`config.mk`:
```
export PLATFORM = sky130hd
export DESIGN_NAME = cpu_ctrl_seq
export DESIGN_NICKNAME = d
export VERILOG_FILES = /design/src/rtl/cpu_pkg.sv /design/src/rtl/mem_wait_timer.sv /design/src/rtl/cpu_ctrl_seq.sv
export SDC_FILE = /design/constraint.sdc
export NUM_CORES = 1
export LEC_CHECK = 0
export ABC_AREA = 0
export BUFFER_PORTS_ARGS = -buffer_cell sky130_fd_sc_hd__buf_2
export CAP_MARGIN = 20
export CORE_MARGIN = 8
export CORE_UTILIZATION = 35
export DETAILED_ROUTE_END_ITERATION = 6
export PLACE_DENSITY_LB_ADDON = 0.05
export SLEW_MARGIN = 20
export SYNTH_ARGS = -nofsm -noshare
export SYNTH_HDL_FRONTEND = slang
export SYNTH_SLANG_ARGS = --single-unit
```
`constraint.sdc`:
```
create_clock -name clk -period 3.35 [get_ports clk]
set_input_delay 0.1675 -clock clk [delete_from_list [all_inputs] [get_ports clk]]
set_output_delay 0.1675 -clock clk [all_outputs]
set_load 0.05 [all_outputs]
```
`src/rtl/cpu_pkg.sv`:
```
// Shared definitions for the RV32I multi-cycle control path: sequencer
// states, one-hot instruction-class bit positions and mux/cause encodings.
package cpu_pkg;

   typedef enum logic [2:0] {
      ST_FETCH  = 3'd0,
      ST_DECODE = 3'd1,
      ST_EXEC   = 3'd2,
      ST_MEM    = 3'd3,
      ST_WB     = 3'd4,
      ST_TRAP   = 3'd5
   } state_e;

   // Bit positions inside the decoder's one-hot instr_type (MSB..LSB: J U B S I R)
   localparam int IDX_J = 5;
   localparam int IDX_U = 4;
   localparam int IDX_B = 3;
   localparam int IDX_S = 2;
   localparam int IDX_I = 1;
   localparam int IDX_R = 0;

   // PC source select
   localparam logic [1:0] PC_SEL_PC4 = 2'b00;
   localparam logic [1:0] PC_SEL_IMM = 2'b01;
   localparam logic [1:0] PC_SEL_ALU = 2'b10;

   // Register-file write-back source select
   localparam logic [1:0] WB_SEL_ALU = 2'b00;
   localparam logic [1:0] WB_SEL_MEM = 2'b01;
   localparam logic [1:0] WB_SEL_PC4 = 2'b10;
   localparam logic [1:0] WB_SEL_IMM = 2'b11;

   // Reason the core halted
   localparam logic [1:0] CAUSE_NONE    = 2'b00;
   localparam logic [1:0] CAUSE_SYSTEM  = 2'b01;
   localparam logic [1:0] CAUSE_ILLEGAL = 2'b10;
   localparam logic [1:0] CAUSE_TIMEOUT = 2'b11;

endpackage

```
`src/rtl/mem_wait_timer.sv`:
```
// Wait-cycle watchdog for a req/ack memory handshake. Counts cycles spent
// waiting for an acknowledge and flags a timeout once MEM_TIMEOUT waits have
// elapsed with no acknowledge in the current cycle (a late ack still wins).
module mem_wait_timer #(
   parameter int MEM_TIMEOUT = 15
) (
   input  logic clk,
   input  logic rst,
   input  logic clear,
   input  logic en,
   input  logic ack,
   output logic timeout
);

   localparam logic [7:0] LIMIT = 8'(MEM_TIMEOUT);

   logic [7:0] count_r;

   // Count un-acknowledged request cycles; restart whenever idle or acknowledged.
   always_ff @(posedge clk or posedge rst) begin
      if (rst) begin
         count_r <= 8'd0;
      end else if (clear || ack) begin
         count_r <= 8'd0;
      end else if (en && (count_r != LIMIT)) begin
         count_r <= count_r + 8'd1;
      end else begin
         count_r <= count_r;
      end
   end

   // Timeout fires only in a cycle that reached the limit without an ack.
   always_comb begin
      if (en && !clear && !ack && (count_r == LIMIT)) begin
         timeout = 1'b1;
      end else begin
         timeout = 1'b0;
      end
   end

endmodule

```
`src/rtl/cpu_ctrl_seq.sv`:
```
// Multi-cycle control sequencer for the RV32I core. Walks each instruction
// through FETCH/DECODE/EXEC/MEM/WB over a single shared memory port and
// drives the PC, IR, register-file and ALU controls. System instructions,
// illegal decodes and memory timeouts park the core in TRAP until reset.
module cpu_ctrl_seq
   import cpu_pkg::*;
#(
   parameter int INSTR_TYPES = 6,
   parameter int MEM_TIMEOUT = 15,
   parameter int CNT_W       = 32
) (
   input  logic                   clk,
   input  logic                   rst,
   input  logic [INSTR_TYPES-1:0] instr_type,
   input  logic                   is_load,
   input  logic                   is_jalr,
   input  logic                   is_lui,
   input  logic                   is_system,
   input  logic                   branch_taken,
   input  logic                   mem_ack,
   output logic                   mem_req,
   output logic                   mem_we,
   output logic                   addr_sel,
   output logic                   ir_we,
   output logic                   alu_en,
   output logic                   rf_we,
   output logic [1:0]             wb_sel,
   output logic                   pc_we,
   output logic [1:0]             pc_sel,
   output logic                   trap,
   output logic [1:0]             trap_cause,
   output logic [CNT_W-1:0]       retired
);

   state_e                 state_r;
   state_e                 state_next_s;
   logic [1:0]             cause_r;
   logic [1:0]             cause_next_s;
   logic [CNT_W-1:0]       retired_r;
   logic [INSTR_TYPES-1:0] type_dec_s;
   logic                   type_onehot_s;
   logic                   is_store_s;
   logic                   is_load_op_s;
   logic                   req_active_s;
   logic                   timer_clear_s;
   logic                   timeout_s;

   // A value is one-hot when non-zero and clearing its lowest set bit leaves zero.
   assign type_dec_s    = instr_type - {{(INSTR_TYPES-1){1'b0}}, 1'b1};
   assign type_onehot_s = (instr_type != {INSTR_TYPES{1'b0}}) &&
                          ((instr_type & type_dec_s) == {INSTR_TYPES{1'b0}});

   assign is_store_s    = instr_type[IDX_S];
   assign is_load_op_s  = instr_type[IDX_I] & is_load;

   // The wait timer only runs while a memory request is outstanding.
   assign req_active_s  = (state_r == ST_FETCH) || (state_r == ST_MEM);
   assign timer_clear_s = !req_active_s;

   mem_wait_timer #(
      .MEM_TIMEOUT (MEM_TIMEOUT)
   ) u_wait_timer (
      .clk     (clk),
      .rst     (rst),
      .clear   (timer_clear_s),
      .en      (req_active_s),
      .ack     (mem_ack),
      .timeout (timeout_s)
   );

   // State register; reset abandons any outstanding request and restarts at FETCH.
   always_ff @(posedge clk or posedge rst) begin
      if (rst) begin
         state_r <= ST_FETCH;
      end else begin
         state_r <= state_next_s;
      end
   end

   // Next-state and trap-cause selection.
   always_comb begin
      state_next_s = state_r;
      cause_next_s = cause_r;
      case (state_r)
         ST_FETCH: begin
            if (mem_ack) begin
               state_next_s = ST_DECODE;
            end else if (timeout_s) begin
               state_next_s = ST_TRAP;
               cause_next_s = CAUSE_TIMEOUT;
            end else begin
               state_next_s = ST_FETCH;
            end
         end
         ST_DECODE: begin
            if (!type_onehot_s) begin
               state_next_s = ST_TRAP;
               cause_next_s = CAUSE_ILLEGAL;
            end else if (is_system) begin
               state_next_s = ST_TRAP;
               cause_next_s = CAUSE_SYSTEM;
            end else begin
               state_next_s = ST_EXEC;
            end
         end
         ST_EXEC: begin
            if (instr_type[IDX_B]) begin
               state_next_s = ST_FETCH;
            end else if (is_store_s || is_load_op_s) begin
               state_next_s = ST_MEM;
            end else begin
               state_next_s = ST_WB;
            end
         end
         ST_MEM: begin
            if (mem_ack) begin
               state_next_s = is_store_s ? ST_FETCH : ST_WB;
            end else if (timeout_s) begin
               state_next_s = ST_TRAP;
               cause_next_s = CAUSE_TIMEOUT;
            end else begin
               state_next_s = ST_MEM;
            end
         end
         ST_WB: begin
            state_next_s = ST_FETCH;
         end
         ST_TRAP: begin
            state_next_s = ST_TRAP;
         end
         default: begin
            state_next_s = ST_FETCH;
         end
      endcase
   end

   // Datapath controls: Moore per state plus single-cycle Mealy write pulses.
   always_comb begin
      mem_req  = 1'b0;
      mem_we   = 1'b0;
      addr_sel = 1'b0;
      ir_we    = 1'b0;
      alu_en   = 1'b0;
      rf_we    = 1'b0;
      wb_sel   = WB_SEL_ALU;
      pc_we    = 1'b0;
      pc_sel   = PC_SEL_PC4;
      trap     = 1'b0;
      case (state_r)
         ST_FETCH: begin
            mem_req = 1'b1;
            ir_we   = mem_ack;
         end
         ST_DECODE: begin
            alu_en = 1'b0;
         end
         ST_EXEC: begin
            alu_en = 1'b1;
            if (instr_type[IDX_B]) begin
               pc_we  = 1'b1;
               pc_sel = branch_taken ? PC_SEL_IMM : PC_SEL_PC4;
            end else begin
               pc_we  = 1'b0;
            end
         end
         ST_MEM: begin
            mem_req  = 1'b1;
            addr_sel = 1'b1;
            mem_we   = is_store_s;
            if (mem_ack && is_store_s) begin
               pc_we = 1'b1;
            end else begin
               pc_we = 1'b0;
            end
         end
         ST_WB: begin
            rf_we = 1'b1;
            pc_we = 1'b1;
            if (instr_type[IDX_J]) begin
               wb_sel = WB_SEL_PC4;
               pc_sel = PC_SEL_IMM;
            end else if (instr_type[IDX_U]) begin
               wb_sel = is_lui ? WB_SEL_IMM : WB_SEL_ALU;
            end else if (instr_type[IDX_I] && is_load) begin
               wb_sel = WB_SEL_MEM;
            end else if (instr_type[IDX_I] && is_jalr) begin
               wb_sel = WB_SEL_PC4;
               pc_sel = PC_SEL_ALU;
            end else begin
               wb_sel = WB_SEL_ALU;
            end
         end
         ST_TRAP: begin
            trap = 1'b1;
         end
         default: begin
            trap = 1'b0;
         end
      endcase
   end

   // Latch the halt reason on entry to TRAP; held until reset.
   always_ff @(posedge clk or posedge rst) begin
      if (rst) begin
         cause_r <= CAUSE_NONE;
      end else begin
         cause_r <= cause_next_s;
      end
   end

   // Retired-instruction counter: one count per PC update, wrapping naturally.
   always_ff @(posedge clk or posedge rst) begin
      if (rst) begin
         retired_r <= {CNT_W{1'b0}};
      end else if (pc_we) begin
         retired_r <= retired_r + {{(CNT_W-1){1'b0}}, 1'b1};
      end else begin
         retired_r <= retired_r;
      end
   end

   assign trap_cause = cause_r;
   assign retired    = retired_r;

endmodule

```
==> After elaboration in Yosys (flattened, before gate mapping) <==
Cells that the tools add are included.
{ "word_totals": {"in_bits": 14, "reg_bits": 45, "out_inout_bits": 46, "wordCells": 78} }
{ "classes": {"n_eq_ne": 10, "n_addsub": 3, "n_reduce_logical": 19, "bitwise": 2, "muxes": 40} }
{ "ops": {"columns": ["operator", "n"], "rows": [
  ["32-bit by 1-bit adder with 32-bit output (second input constant)", 1],
  ["3-bit 2-to-1 mux", 9],
  ["2-bit 2-to-1 mux", 13],
  ["8-bit 2-to-1 mux", 2],
  ["3-bit case mux with 5 select lines", 1],
  ["1-bit 2-to-1 mux", 12],
  ["8-bit by 1-bit adder with 8-bit output (second input constant)", 1],
  ["8-bit by 4-bit equality test with 1-bit output (second input constant)", 1],
  ["8-bit by 4-bit inequality test with 1-bit output (second input constant)", 1],
  ["2-bit case mux with 2 select lines", 2],
  ["1-bit logical AND", 7],
  ["6-bit bitwise AND", 1],
  ["3-bit by 2-bit equality test with 1-bit output (second input constant)", 2],
  ["3-bit equality test (second input constant)", 2],
  ["6-bit zero test", 1],
  ["6-bit nonzero test", 1],
  ["6-bit by 1-bit subtractor with 6-bit output (second input constant)", 1],
  ["4-bit AND reduction", 1],
  ["2-bit nonzero test", 2],
  ["3-bit by 1-bit equality test with 1-bit output (second input constant)", 1],
  ["3-bit zero test", 1],
  ["1-bit logical OR", 3],
  ["3-bit inequality test (second input constant)", 1],
  ["1-bit case mux with 3 select lines", 1],
  ["5 further kinds", 6]
]} }

==> Depth between registers and ports, before layout <==
Gate-level depths: netlist (run 1).
{ "depth": {"word_depth": 8, "ltp_mapped": 7, "depth_no_buf": 6} }

==> Cells and area by module <==
Synthesis (run 1) repeated with hierarchy kept, for this count alone.
{ "hier_totals": {"hier_cells": 243, "hier_area_um2": 2399.8} }
{ "by_module_without_submodules": {"columns": ["mod", "seq_area_each_um2", "cells_per_inst", "area_per_inst_um2", "instances"], "rows": [
  ["cpu_ctrl_seq", 925.9, 195, 1958.1, 1],
  ["mem_wait_timer", 200.2, 48, 441.7, 1]
]} }

==> Worst setup path after synthesis (run 1) <==
No wires, ideal clock.
{ "synth_timing": {"kind": "register to output", "from": "reg state_r[0]", "to": "out pc_sel[1]", "required_time_ps": 3182, "arrival_time_ps": 2427, "path_buffers": 2, "path_slack_ps": 756, "stages_incl_launch_ff": 6, "cell_sequence": "dfrtp_1 > buf_2 > nor2_1 > nand2_1 > buf_2 > nor4_1"} }
{ "synth_between": {"elab_chain_len": 2, "elab_cells_between_ends": 3, "classes_between": "2 x eq/ne; 1 x mux"} }
{ "synth_rtl": {"columns": ["item", "line", "source"], "rows": [
  ["start: declaration", "cpu_ctrl_seq.sv:35", "state_e state_r;"],
  ["start signal: assignment", "cpu_ctrl_seq.sv:76", "state_r <= state_next_s;"],
  ["3-bit equality test or 3-bit by 2-bit equality test with 1-bit output (tied branches)", "cpu_ctrl_seq.sv:149", "case (state_r)"],
  ["2-bit case mux with 2 select lines *", "cpu_ctrl_seq.sv:149", null],
  ["end: declaration", "cpu_ctrl_seq.sv:29", "output logic [1:0] pc_sel,"]
]} }
Mark *: on every way between the ends. The rest lies on a longest branch, timed or not.

==> Final worst setup path (run 1) <==
{ "layout_timing": {"from": "reg state_r[0]", "to": "reg retired_r[21], in the netlist retired[21]"} }
{ "layout_between": {"elab_chain_len": 2, "elab_cells_between_ends": 4, "classes_between": "3 x eq/ne; 1 x mux"} }
{ "layout_rtl": {"columns": ["item", "line", "source"], "rows": [
  ["3-bit equality test or 3-bit by 2-bit equality test with 1-bit output (tied branches)", "cpu_ctrl_seq.sv:149", null],
  ["1-bit case mux with 3 select lines *", "cpu_ctrl_seq.sv:149", null],
  ["end signal: assignment", "cpu_ctrl_seq.sv:214", "retired_r <= {CNT_W{1'b0}};"],
  ["end signal: assignment", "cpu_ctrl_seq.sv:216", "retired_r <= retired_r + {{(CNT_W-1){1'b0}}, 1'b1};"],
  ["end signal: assignment", "cpu_ctrl_seq.sv:218", "retired_r <= retired_r;"],
  ["end: declaration", "cpu_ctrl_seq.sv:39", "logic [CNT_W-1:0] retired_r;"]
]} }
Marked as above.
A chain may end at the register's enable or synchronous reset.

==> results of run 1 <==
-- through the flow --
stage,std cells,power [µW]
after floorplan,228,1255
after global placement,360,1398
after detailed placement,360,1400
after CTS,368,1764
after global routing,368,1844
final,368,1735
-- cell type report --
| cell class | count | area (µm²) |
|---|---|---|
| repair buffers | 59 | 295.3 |
| multi-input cells | 170 | 1194 |
| clock buffers | 6 | 82.58 |
| flip-flops and latches | 45 | 1126 |
| fillers | 679 | 3847 |
| inverters | 6 | 22.52 |
| well taps | 80 | 100.1 |
| clock inverters | 2 | 13.76 |
-- registers in the layout, summed over array words and instances, names as in the netlist --
signal	flops
state_r	3
trap_cause	2
u_wait_timer.count_r	8
retired	32
-- power breakdown --
part           leakage [µW]  switching (µW)  internal, µW
sequential         0.000582            85.8           609
combinational      0.000624             506           180
clock             0.0000512             186           167
total               0.00126             778           957
-- path summary, 6_finish.rpt --
kind	start	end	cells after the start
min in group clk	instr_type[2]	state_r[2]$_DFF_PP0_	2
setup / recovery	state_r[0]$_DFF_PP0_	retired[21]$_DFFE_PP0P_	5
hold reg to reg	retired[31]$_DFFE_PP0P_	retired[31]$_DFFE_PP0P_	1
max in group asynchronous	rst	retired[3]$_DFFE_PP0P_	2
hold / removal	rst	retired[22]$_DFFE_PP0P_	2
setup reg to reg	state_r[0]$_DFF_PP0_	retired[21]$_DFFE_PP0P_	5
-- layer usage --
layer | GRT usage, % | vias to the layer above | wire length, µm
met3 | 3.312 | 5 | 232
met1 | 14.12 | 874 | 2460
met5 | 0 | - | 0
met4 | 3.896 | 0 | 57
met2 | 19.88 | 29 | 2601
li1 | - | 925 | -
-- placed cells by master (no fill, tap or decap), types with 6 or more instances in the layout --
master and n:
xor2_1 9, buf_2 59, nor2_1 16, nand3_1 16, a211oi_1 6, nand4_1 8, dfrtp_1 45, xnor2_1 27
nand2_1 23, clkbuf_8 6
-- kinds of logic (layout without fill, tap and decap cells) --
family          Yosys count  count (layout)  share of synthesized area (%)
compound gates           30              30                          12.79
xor+xnor                 36              36                          13.26
fa+ha+maj                 2               2                          1.052
buf+inv                  13              73                          2.421
flops                    45              45                          47.37
mux                       2               2                         0.9473
simple gates            100             100                          22.16
==> impl_metrics.py, run 1 <==
metrics = {
    "run_status": {
        "status": "completed",
    },
    "cells_and_area": {
        "drive_gt1_share_pct": 28.13,
        "finalNetCount": 303,
        "design_area_um2": 2834,
        "area_growth_pct": 19.21,
        "fin_util_pct": 42.42,
        "antennaDiodeCount": 0,
    },
    "worst_setup_path": {
        "criticalPathCategory": "reg -> reg",
        "path_buf_inv": 0,
        "cp_data_arrival_time_ps": 2350,
        "crit_chain": "nor2_1 -> nand2_1 -> a2111oi_4 -> nand4_1 -> xnor2_1",
        "max_stage_delay_ps": 790,
        "r2r_slack_ps": 1180,
        "startpoint_type": "flop",
        "worst-path-max-fanout": 12,
        "end_kind": "flop",
        "crit_family": "compound AO/OA/AOI/OAI gates",
        "required_ps": 3540,
        "slowest_stage": "a2111oi_4",
    },
    "clock_tree": {
        "clk_pin_slew_ps": 90,
        "cts_resized": 0,
        "h-tree-depth": 2,
        "numCtsBuffers": 5,
        "cts_hold_buffers": 0,
        "clockBufferDepth": 2,
        "cts_root_buf": "clkbuf_8",
        "cts_tree": "yes",
        "insertion_delay_ps": 300,
        "post_cts_buffers": 0,
        "clock_sinks": 45,
    },
    "floorplanning": {
        "die_area_um2": 9686,
        "rows": 30,
        "die_h_um": 98.42,
        "chipWidth_um": 98.42,
        "io-pin-count": 60,
        "start_util_pct": 35.58,
        "core_um2": 6681,
    },
    "detailed_routing": {
        "firstDrtPassIters": 4,
        "wl_um": 5352,
        "routed-via-count": 1833,
        "drt_iter0_drc": 47,
        "final_antenna_net_count": 0,
        "vias_per_cell": 4.981,
        "drc": 0,
        "wl_per_cell_um": 14.54,
    },
    "placement": {
        "gp_congestion": 0.7408,
        "placed_cell_area_um2": 2738,
        "place_hpwl_um": 4047,
        "dp_slack_ps": 1149,
        "port_buffers": 59,
    },
    "synth": {
        "synth_top_flop_cell": "dfrtp_1",
        "async_flop_share_pct": 100.0,
        "synth.avg_cell_area_um2": 10.43,
        "synth_top_cell_area_share_pct": 47.37,
        "synth_common_cells": "45 x dfrtp_1, 27 x xnor2_1, 23 x nand2_1, 16 x nand3_1, 16 x nor2_1",
        "synth_nets": 244,
        "synth-seq-cells": 45,
        "synth.most_common_cell": "dfrtp_1",
        "synthCells": 228,
        "yosys_warnings": 0,
        "synth_cell_types": 45,
        "netlist_area_um2": 2377,
        "synth_edf_count": 0,
        "synth_area_leaders": "dfrtp_1 47%, xnor2_1 9.9%, nand2_1 3.6%",
        "ys_seq_area_share_pct": 47.37,
        "yosys.area.top_type": "dfrtp_1",
    },
    "grt": {
        "antenna_found_initial": 0,
        "grt_pass1_wl_um": 9446,
        "grt_pass1_vias": 1895,
        "overflow": 0,
        "grt_start_max_net_pins": 46,
        "grt_usage_pct": 11.80,
    },
    "power_and_ir_drop": {
        "power_density_nw_per_um2": 612.2,
        "leakage_uw": 0.001257,
        "ir_drop_mv": 0.4690,
    },
    "timing": {
        "setup_ws_ps": 1185,
        "slew_headroom_pct": 37.31,
        "fin_setup_tns_ps": 0,
        "hold_viol": 0,
        "worst_slew_pin_slew_ps": 938.9,
        "hold_ws_ps": 72.11,
        "setup_viol": 0,
        "fin_crit_sh_pct": 64.63,
        "rsz0062_at_grt": "false",
        "max_freq_mhz": 461.9,
        "fin_skew_ps": 9.477,
        "fin_crit_ps": 2165,
        "drv_slew": 0,
    },
    "run": {
        "drv_cap": 0,
    },
    "min_path": {
        "hp-class": "in -> async",
    },
}
No activity file was read; power rests on OpenSTA's default activity.
==> run 2, diff against run 1 <==
- ABC_AREA: 0 -> 1
- clock period: 3.35 -> 2.2 ns (I/O delays scaled with it)
==> run 2 against run 1 <==
Core utilization grew 0.72 points. Sequential share of layout area fell by 5.8 points. Non-clock buffer count up 3. Clock skew barely moved. Area after synthesis is 16% higher. Setup slack lost 890 ps. Sequential power grew 55%. Die area is 14% higher. Maximum frequency grew 14%. Critical path depth rose by 3. Final area is 17% higher. Global-route usage grew 1.7 points. Largest power group is now combinational logic.
==> impl_metrics.py, run 2 <==
metrics = {
    "timing": {
        "fin_crit_sh_pct": 86.70,
        "rsz0062_at_grt": "false",
        "slew_headroom_pct": 66.39,
        "worst_slew_pin_slew_ps": 503.4,
        "fin_crit_ps": 1907,
        "fin_skew_ps": 9.598,
        "setup_viol": 0,
        "hold_viol": 0,
        "drv_slew": 0,
        "fin_setup_tns_ps": 0,
        "max_freq_mhz": 524.3,
    },
    "clock_tree": {
        "h-tree-depth": 2,
        "clk_pin_slew_ps": 90,
        "numCtsBuffers": 5,
        "clock_sinks": 45,
        "post_cts_buffers": 0,
        "insertion_delay_ps": 300,
        "cts_hold_buffers": 1,
        "cts_tree": "yes",
        "cts_root_buf": "clkbuf_8",
        "clockBufferDepth": 2,
        "cts_resized": 0,
    },
    "synth": {
        "synth-seq-cells": 45,
        "ys_seq_area_share_pct": 40.74,
        "yosys_warnings": 0,
        "synth_area_leaders": "dfrtp_1 41%, nand2_1 20%, nor2_1 9.9%",
        "synth_top_flop_cell": "dfrtp_1",
        "synth_top_cell_area_share_pct": 40.74,
        "synth.avg_cell_area_um2": 6.875,
        "synth.most_common_cell": "nand2_1",
        "synth_common_cells": "145 x nand2_1, 73 x nor2_1, 45 x dfrtp_1, 39 x inv_1, 24 x nand3_1",
        "netlist_area_um2": 2764,
        "synth_cell_types": 26,
        "synth_edf_count": 0,
        "synthCells": 402,
        "synth_nets": 418,
        "async_flop_share_pct": 100.0,
        "yosys.area.top_type": "dfrtp_1",
    },
    "placement": {
        "port_buffers": 59,
        "place_hpwl_um": 5760,
        "gp_congestion": 0.8387,
    },
    "worst_setup_path": {
        "required_ps": 2390,
        "criticalPathCategory": "reg -> reg",
        "path_common_cell": "nand2_1",
        "r2r_start": "retired[0]$_DFFE_PP0P_",
        "crit_cells": 8,
        "startpoint_type": "flop",
        "path_buf_inv": 0,
        "end_kind": "flop",
        "regToRegEndpoint": "retired[28]$_DFFE_PP0P_",
        "slowest_stage": "dfrtp_1",
        "crit_chain": "ha_1 -> nand2_1 -> nor2_1 -> nand2_1 -> nor2_1 -> nand3_1 -> o21ai_0 -> nand2_1",
        "cp_data_arrival_time_ps": 2100,
        "rr_worst_depth": 8,
        "max_stage_delay_ps": 460,
        "crit_family": "simple AND/OR/NAND/NOR gates",
        "r2r_slack_ps": 290,
        "worst-path-max-fanout": 6,
    },
    "floorplanning": {
        "rows": 32,
        "start_util_pct": 35.95,
        "io-pin-count": 60,
        "die_area_um2": 11000,
        "core_um2": 7687,
        "die_h_um": 104.9,
        "chipWidth_um": 104.9,
    },
    "cells_and_area": {
        "finalNetCount": 485,
        "antennaDiodeCount": 0,
        "drive_gt1_share_pct": 17.23,
        "largest_register_ffs": 32,
        "final_cell_mix": "145 x nand2_1, 73 x nor2_1, 59 x buf_2",
        "layout_commonest_cell": "nand2_1",
        "num-fill-cells": 837,
        "area_growth_pct": 19.96,
    },
    "detailed_routing": {
        "firstDrtPassIters": 4,
        "vias_per_cell": 4.607,
        "final_antenna_net_count": 0,
        "drt_iter0_drc": 62,
        "routed-via-count": 2635,
        "drc": 0,
        "wl_per_cell_um": 12.46,
        "wl_um": 7128,
    },
    "grt": {
        "grt_usage_pct": 13.53,
        "overflow": 0,
        "antenna_found_initial": 0,
        "grt_pass1_vias": 2727,
        "grt_start_max_net_pins": 28,
        "grt_pass1_wl_um": 12460,
    },
    "power_and_ir_drop": {
        "p_total_uw": 2950,
        "ir_drop_mv": 0.5576,
        "leakage_uw": 0.001634,
        "power_density_nw_per_um2": 889.8,
    },
    "min_path": {
        "min_delay_path_depth": 4,
        "hp-class": "in -> reg",
        "hold_end": "u_wait_timer.count_r[7]$_DFFE_PP0P_",
        "min_from": "mem_ack",
    },
    "run_status": {
        "status": "completed",
    },
    "run": {
        "drv_cap": 0,
    },
}
[run 2: power breakdown]
part / switching [µW] / internal [µW]
registers: 138 / 938
logic: 935 / 280
clock network: 289 / 370
[run 2: worst register-to-register path, stage by stage, from the launching register on]
cell	delay (ps)
dfrtp_1	460
ha_1	210
nand2_1	70
nor2_1	210
nand2_1	100
nor2_1	290
nand3_1	200
o21ai_0	200
nand2_1	70
[run 2: area by class of cell]
type	count	area (µm²)	area share, %
sequential	45	1126	33.96
inverter	41	153.9	4.642
clock buffer	6	82.58	2.491
clock inverter	2	37.54	1.132
tap	102	127.6	3.849
timing repair buffer	62	320.3	9.660
multi-input combinational	314	1468	44.26
[run 2: logic make-up after synthesis]
logic type      Yosys count  synth area share, %
compound gates           24                4.753
xor+xnor                 20                6.337
fa+ha+maj                 2               0.9052
buf+inv                  43                6.157
flops                    45                40.74
simple gates            268                41.10
[run 2: stage by stage]
step / instances / worst slack [ps] / utilization [%] / hold slack (ps) / area, µm²
3_3_place_gp: 563 / 429.6 / 41.44 / 184.0 / 3186
4_1_cts: 572 / 271.9 / 43.13 / 139.3 / 3316
5_1_grt: 572 / 68.79 / 43.13 / 158.7 / 3316
3_5_place_dp: 563 / 334.3 / 41.44 / 180.8 / 3186
6_report: 572 / 292.7 / 43.13 / 141.9 / 3316
2_1_floorplan: 402 / 40.48 / - / 261.7 / 2764
[run 2: how the worst max path moves through the flow]
stage / start / to / slack (ps)
floorplan: state_r[2]$_DFF_PP0_ / retired[25]$_DFFE_PP0P_ / 40
global placement: retired[0]$_DFFE_PP0P_ / retired[28]$_DFFE_PP0P_ / 430
detailed placement: retired[0]$_DFFE_PP0P_ / retired[28]$_DFFE_PP0P_ / 330
CTS: state_r[2]$_DFF_PP0_ / pc_we / 270
global route: retired[0]$_DFFE_PP0P_ / retired[28]$_DFFE_PP0P_ / 70
finish: retired[0]$_DFFE_PP0P_ / retired[28]$_DFFE_PP0P_ / 290
[run 2: metal layers]
metal / up-vias / share of wire (%) / GRT usage (%)
met5: - / 0 / 0
met4: 0 / 1.7 / 4.587
met3: 8 / 4.7 / 3.256
met2: 48 / 49 / 23.94
met1: 1181 / 45 / 15.58
li1: 1398 / - / -
